`config.mk`:
```
export PLATFORM = sky130hd
export DESIGN_NAME = data_split_rd
export DESIGN_NICKNAME = d
export VERILOG_FILES = /design/src/rtl/data_split_pkg.sv /design/src/rtl/split_lane_reg.sv /design/src/rtl/data_split_rd.sv
export SDC_FILE = /design/constraint.sdc
export NUM_CORES = 1
export LEC_CHECK = 0
export ABC_AREA = 1
export BUFFER_PORTS_ARGS = -buffer_cell sky130_fd_sc_hd__buf_4
export CAP_MARGIN = 30
export CELL_PAD_IN_SITES_DETAIL_PLACEMENT = 0
export CELL_PAD_IN_SITES_GLOBAL_PLACEMENT = 2
export CORE_ASPECT_RATIO = 0.9
export CORE_UTILIZATION = 26
export CTS_BUF_LIST = sky130_fd_sc_hd__clkbuf_4 sky130_fd_sc_hd__clkbuf_8
export DETAILED_ROUTE_END_ITERATION = 12
export PLACE_DENSITY_LB_ADDON = 0.1
export SETUP_SLACK_MARGIN = 0.5
export SLEW_MARGIN = 30
export SYNTH_ARGS = -nofsm -noshare
export SYNTH_HDL_FRONTEND = slang
export SYNTH_HIERARCHICAL = 1
export SYNTH_SLANG_ARGS = --single-unit
```
`constraint.sdc`:
```
create_clock -name axis_aclk -period 1.9 [get_ports axis_aclk]
set_clock_uncertainty 0.1 [all_clocks]
set_input_delay 0.19 -clock axis_aclk [delete_from_list [all_inputs] [get_ports axis_aclk]]
set_output_delay 0.19 -clock axis_aclk [all_outputs]
set_load 0.01 [all_outputs]
```
`src/rtl/data_split_pkg.sv`:
```
// data_split_pkg: shared widths, lane mask type and slice helper for the merged-beat read splitter.
package data_split_pkg;
  localparam int LANES   = 6;
  localparam int LANE_W  = 32;
  localparam int MERGE_W = LANES * LANE_W;

  typedef logic [LANES-1:0] lane_mask_t;

  function automatic logic [LANE_W-1:0] lane_slice(input logic [MERGE_W-1:0] word, input int n);
    return word[n*LANE_W +: LANE_W];
  endfunction
endpackage

```
`src/rtl/split_lane_reg.sv`:
```
// split_lane_reg: one output lane's data register and pending bit.
module split_lane_reg
  import data_split_pkg::*;
(
  input  logic              i_clk,
  input  logic              i_rst_n,
  input  logic              i_load,
  input  logic              i_en,
  input  logic [LANE_W-1:0] i_din,
  input  logic              i_tready,
  output logic              o_tvalid,
  output logic [LANE_W-1:0] o_tdata,
  output logic              o_remain
);
  logic              r_pending;
  logic [LANE_W-1:0] r_data;

  assign o_remain = r_pending & ~i_tready;
  assign o_tvalid = r_pending;
  assign o_tdata  = r_data;

  always_ff @(posedge i_clk or negedge i_rst_n)
    if (!i_rst_n) begin
      r_pending <= 1'b0;
      r_data    <= '0;
    end else if (i_load) begin
      r_pending <= i_en;
      r_data    <= i_din;
    end else begin
      r_pending <= o_remain;
    end
endmodule

```
`src/rtl/data_split_rd.sv`:
```
// data_split_rd: splits 192-bit merged AXI-Stream beats into six independently drained 32-bit lanes.
// Define DATA_SPLIT_STATS_EN to add the stat_beats / stat_stall counters.
module data_split_rd
  import data_split_pkg::*;
(
  input  logic               axis_aclk,
  input  logic               axis_rstb,
  input  lane_mask_t         lane_en,
  input  logic               axis_tvalid_merge,
  output logic               axis_tready_merge,
  input  logic [MERGE_W-1:0] axis_tdata_merge,
  output logic               axis_tvalid_0,
  input  logic               axis_tready_0,
  output logic [LANE_W-1:0]  axis_tdata_0,
  output logic               axis_tvalid_1,
  input  logic               axis_tready_1,
  output logic [LANE_W-1:0]  axis_tdata_1,
  output logic               axis_tvalid_2,
  input  logic               axis_tready_2,
  output logic [LANE_W-1:0]  axis_tdata_2,
  output logic               axis_tvalid_3,
  input  logic               axis_tready_3,
  output logic [LANE_W-1:0]  axis_tdata_3,
  output logic               axis_tvalid_4,
  input  logic               axis_tready_4,
  output logic [LANE_W-1:0]  axis_tdata_4,
  output logic               axis_tvalid_5,
  input  logic               axis_tready_5,
  output logic [LANE_W-1:0]  axis_tdata_5
`ifdef DATA_SPLIT_STATS_EN
  ,
  output logic [31:0]        stat_beats,
  output logic [31:0]        stat_stall
`endif
);
  lane_mask_t        w_tready, w_tvalid, w_remain;
  logic [LANE_W-1:0] w_tdata [LANES];
  logic              w_load;

  assign w_tready = {axis_tready_5, axis_tready_4, axis_tready_3,
                     axis_tready_2, axis_tready_1, axis_tready_0};
  // Gated by reset so the merged side never sees ready while held in reset.
  assign axis_tready_merge = axis_rstb & ~|w_remain;
  assign w_load = axis_tvalid_merge & axis_tready_merge;

  for (genvar n = 0; n < LANES; n++) begin : g_lane
    split_lane_reg u_lane (
      .i_clk    (axis_aclk),
      .i_rst_n  (axis_rstb),
      .i_load   (w_load),
      .i_en     (lane_en[n]),
      .i_din    (lane_slice(axis_tdata_merge, n)),
      .i_tready (w_tready[n]),
      .o_tvalid (w_tvalid[n]),
      .o_tdata  (w_tdata[n]),
      .o_remain (w_remain[n])
    );
  end

  assign {axis_tvalid_5, axis_tvalid_4, axis_tvalid_3,
          axis_tvalid_2, axis_tvalid_1, axis_tvalid_0} = w_tvalid;
  assign axis_tdata_0 = w_tdata[0];
  assign axis_tdata_1 = w_tdata[1];
  assign axis_tdata_2 = w_tdata[2];
  assign axis_tdata_3 = w_tdata[3];
  assign axis_tdata_4 = w_tdata[4];
  assign axis_tdata_5 = w_tdata[5];

`ifdef DATA_SPLIT_STATS_EN
  logic [31:0] r_stat_beats, r_stat_stall;

  always_ff @(posedge axis_aclk or negedge axis_rstb)
    if (!axis_rstb) begin
      r_stat_beats <= '0;
      r_stat_stall <= '0;
    end else begin
      r_stat_beats <= r_stat_beats + 32'(w_load);
      r_stat_stall <= r_stat_stall + 32'(axis_tvalid_merge & ~axis_tready_merge);
    end

  assign stat_beats = r_stat_beats;
  assign stat_stall = r_stat_stall;
`endif
endmodule

```
==> results.ini <==
[power]
pwr-share-seq_pct=42.8
p_leak_nw=8.035
p_per_area_nw_per_um2=953.4
pwr-share-clk_pct=18.0
vdd_ir_drop_max_v=0.0004878
p_sw_share_pct=34.58
p_comb_share_pct=39.2
p_int_w=0.009412
switching_power_w=0.004974

[synth]
synth_top_area_cell=dfrtp_1
async_flop_share_pct=100.0
yosys-top-cells-area=dfrtp_1 62%, nand2_1 25%, nand2_2 4.7%, buf_6 2.5%, buf_4 1.7%
synth_seq_cells=198
yosysMostFrequentCell=nand2_1
yosysTopAreaCellShare_pct=62.24
synth_edf_count=0
avgSynthCellArea_sq_um=9.129
ys.flop_type=dfrtp_1
synth_cell_types=11
ys_warn_count=6
synthesis.area_sq_um=7960
netlist_top_cells_count=532 x nand2_1, 198 x dfrtp_1, 60 x nand2_2
netlist_instances=872
synth_seq_area_share_pct=62.24
synthesis.nets=1079

[worst_setup_path]
rrSetupSlack_ps=100
cpPeakStageDelay_ps=390
required_ps=2170
cp.arrival_ps=2070
crit_fanout=7
r2r_cells=14
worstSetupStartpointType=flip-flop
crit_top_cell=buf_12
r2r-end=g_lane[1].u_lane/o_tdata[17]
path_class=reg -> reg
cp-end-kind=flip-flop
slowest_stage=dfrtp_1
cp_cell_sequence=inv_1 -> nor2_1 -> inv_1 -> nand2_1 -> nor2_2 -> nand2_2 -> nor2_4 -> buf_12 -> buf_12 -> buf_12 -> buf_12 -> inv_16 -> nand2_1 -> nand2_1
timing.rr.start=g_lane[5].u_lane/o_tvalid

[global_route]
grt_pass1_wl_microns=44830
grt_use_total_pct=18.46
grt_max_degree=104
grt_pass1_vias=8123
antenna_found_initial=0
grt_overflow_total=0

[drt]
drtIter0Drc=291
drtAntennaViolNets=0
wl_microns=30340
via_per_inst=4.040
drc=0
vias=7825
wl_per_cell_microns=15.66
firstDrtPassIters=6

[die]
fp.coreArea_sq_um=30030
num_rows=60
io_pins=406
die-area_sq_um=31320
die_w_microns=186.4
die_h_microns=168.0
start_util_pct=26.51

[placement]
post-dp-hpwl_microns=19000
gp_congestion=0.7642
place_inst=1652
port_buffers=405
place_area_sq_um=11320

[sta]
max_freq_mhz=555.8
slew_violations=0
setup_viol=0
hold_viol=102
worstMarginPinSlew_ps=603.5
rsz0062_at_grt=yes
period_needed_ps=1799
timing.final.crit_share_pct=94.70
timing.hold.ws_ps=-304.5
relSlewSlack_pct=59.77

[flow_run]
max_cap_violations=0

[layout]
final_nets=1728
final_cell_count_no_fill=1937
drive_above_1_share_pct=43.16
num-fill-cells=2937
area_delta_synth_final_pct=89.56
antenna_cells=0
post-route-cell-area_sq_um=15090

[clocking]
clock_sinks=198
clock-root-buffer=clkbuf_8
htreeDepth=4
numCtsBuffers=17
cts_tree=built
clock_path_buffers=2
clkSlewWorstSetupHoldPaths_ps=100
clock_latency_ps=470
cts-hold-fix-buffers=204

[hold_path]
hp-class=in -> async

[outcome]
status=finished, violations left
violations=hold timing

[state kept, by name (all words and copies together), names as in the netlist]
register	count
g_lane.u_lane/o_tdata	192
g_lane.u_lane/o_tvalid	6
[per-layer routing]
metal | part of all wire (%) | vias up | track usage [%]
met2 | 49 | 244 | 31.05
met3 | 6.7 | 25 | 5.608
li1 | - | 3899 | -
met4 | 1.6 | 0 | 5.749
met1 | 43 | 3657 | 22.63
met5 | 0 | - | 0
[power by group through the flow]
stage | Clock [W] | Sequential [W] | Combinational [W]
after floorplan | 0 | 0.00669 | 0.00136
after global placement | 0 | 0.00616 | 0.00468
after detailed placement | 0 | 0.00618 | 0.00468
after CTS | 0.00274 | 0.00612 | 0.00540
after global routing | 0.00285 | 0.00631 | 0.00613
final | 0.00259 | 0.00615 | 0.00565
[metrics by stage]
stage | utilization, % | power, W | hold slack (ps) | worst slack, ps | TNS, ps
CTS | 48.05 | 0.01426 | -308.1 | 86.40 | 0
floorplan | - | 0.008054 | -205.6 | 328.9 | 0
global route | 50.25 | 0.01529 | -282.7 | -21.43 | -368.8
detailed placement | 37.69 | 0.01086 | 244.4 | 118.0 | 0
global placement | 37.69 | 0.01084 | 258.8 | 159.6 | 0
finish | 50.25 | 0.01439 | -304.5 | 100.7 | 0
[worst max path at each step]
stage / cells after the start / start / slack, ps / end
6_report: 14 / g_lane[5].u_lane/o_tvalid / 100 / g_lane[1].u_lane/o_tdata[17]
5_1_grt: 14 / g_lane[4].u_lane/o_tvalid / -20 / g_lane[1].u_lane/o_tdata[17]
4_1_cts: 8 / g_lane[4].u_lane/o_tvalid / 90 / axis_tready_merge
3_5_place_dp: 11 / g_lane[5].u_lane/o_tvalid / 120 / g_lane[0].u_lane/o_tdata[26]
3_3_place_gp: 11 / g_lane[0].u_lane/o_tvalid / 160 / g_lane[0].u_lane/o_tdata[6]
2_1_floorplan: 12 / g_lane[2].u_lane/o_tvalid / 330 / g_lane[0].u_lane/o_tdata[0]
[critical path, delay by kind of cell (launching register included)]
kind | cells | cell delay, ps
DFF | 1 | 390
and+or+nand+nor | 7 | 570
buffers and inverters | 7 | 630
[cell families after synthesis]
family,after synthesis,synth area share [%]
buf+inv,67,7.120
flops,198,62.24
simple gates,607,30.64
[layout make-up]
cell class / count / area (sq um) / area share, %
Sequential cell: 198 / 4955 / 32.84
Timing Repair Buffer: 666 / 6167 / 40.87
Timing Repair inverter: 6 / 92.59 / 0.6136
Clock buffer: 22 / 277.8 / 1.841
Inverter: 25 / 197.7 / 1.310
Clock inverter: 10 / 73.82 / 0.4892
Multi-Input combinational cell: 607 / 2821 / 18.70
Tap cell: 403 / 504.2 / 3.342
[cell usage in the layout, fill, tap and decap left out]
cell / count
buf_12: 17
buf_16: 9
buf_4: 412
buf_6: 6
buf_8: 7
bufbuf_16: 1
clkbuf_16: 9
clkbuf_4: 4
clkbuf_8: 19
clkinv_16: 1
clkinv_2: 2
clkinv_4: 1
clkinvlp_4: 5
dfrtp_1: 198
dlygate4sd3_1: 204
inv_1: 18
inv_12: 3
inv_16: 6
inv_2: 1
inv_6: 3
inv_8: 1
nand2_1: 443
nand2_2: 123
nand2_4: 26
nand3_1: 4
nand3_2: 1
nand3_4: 1
nor2_1: 5
nor2_2: 3
nor2_4: 1
[repair_timing]
| action | 4_1_cts | 5_1_grt |
|---|---|---|
| cloned | 10 | 14 |
| resized for setup | 62 | 112 |
| endpoints found under the hold margin | 300 | 102 |
| setup buffers | 24 | 1 |
| setup endpoints to repair | 202 | 224 |
| pin swaps | 11 | 44 |
(Power assumes the default switching activity.)
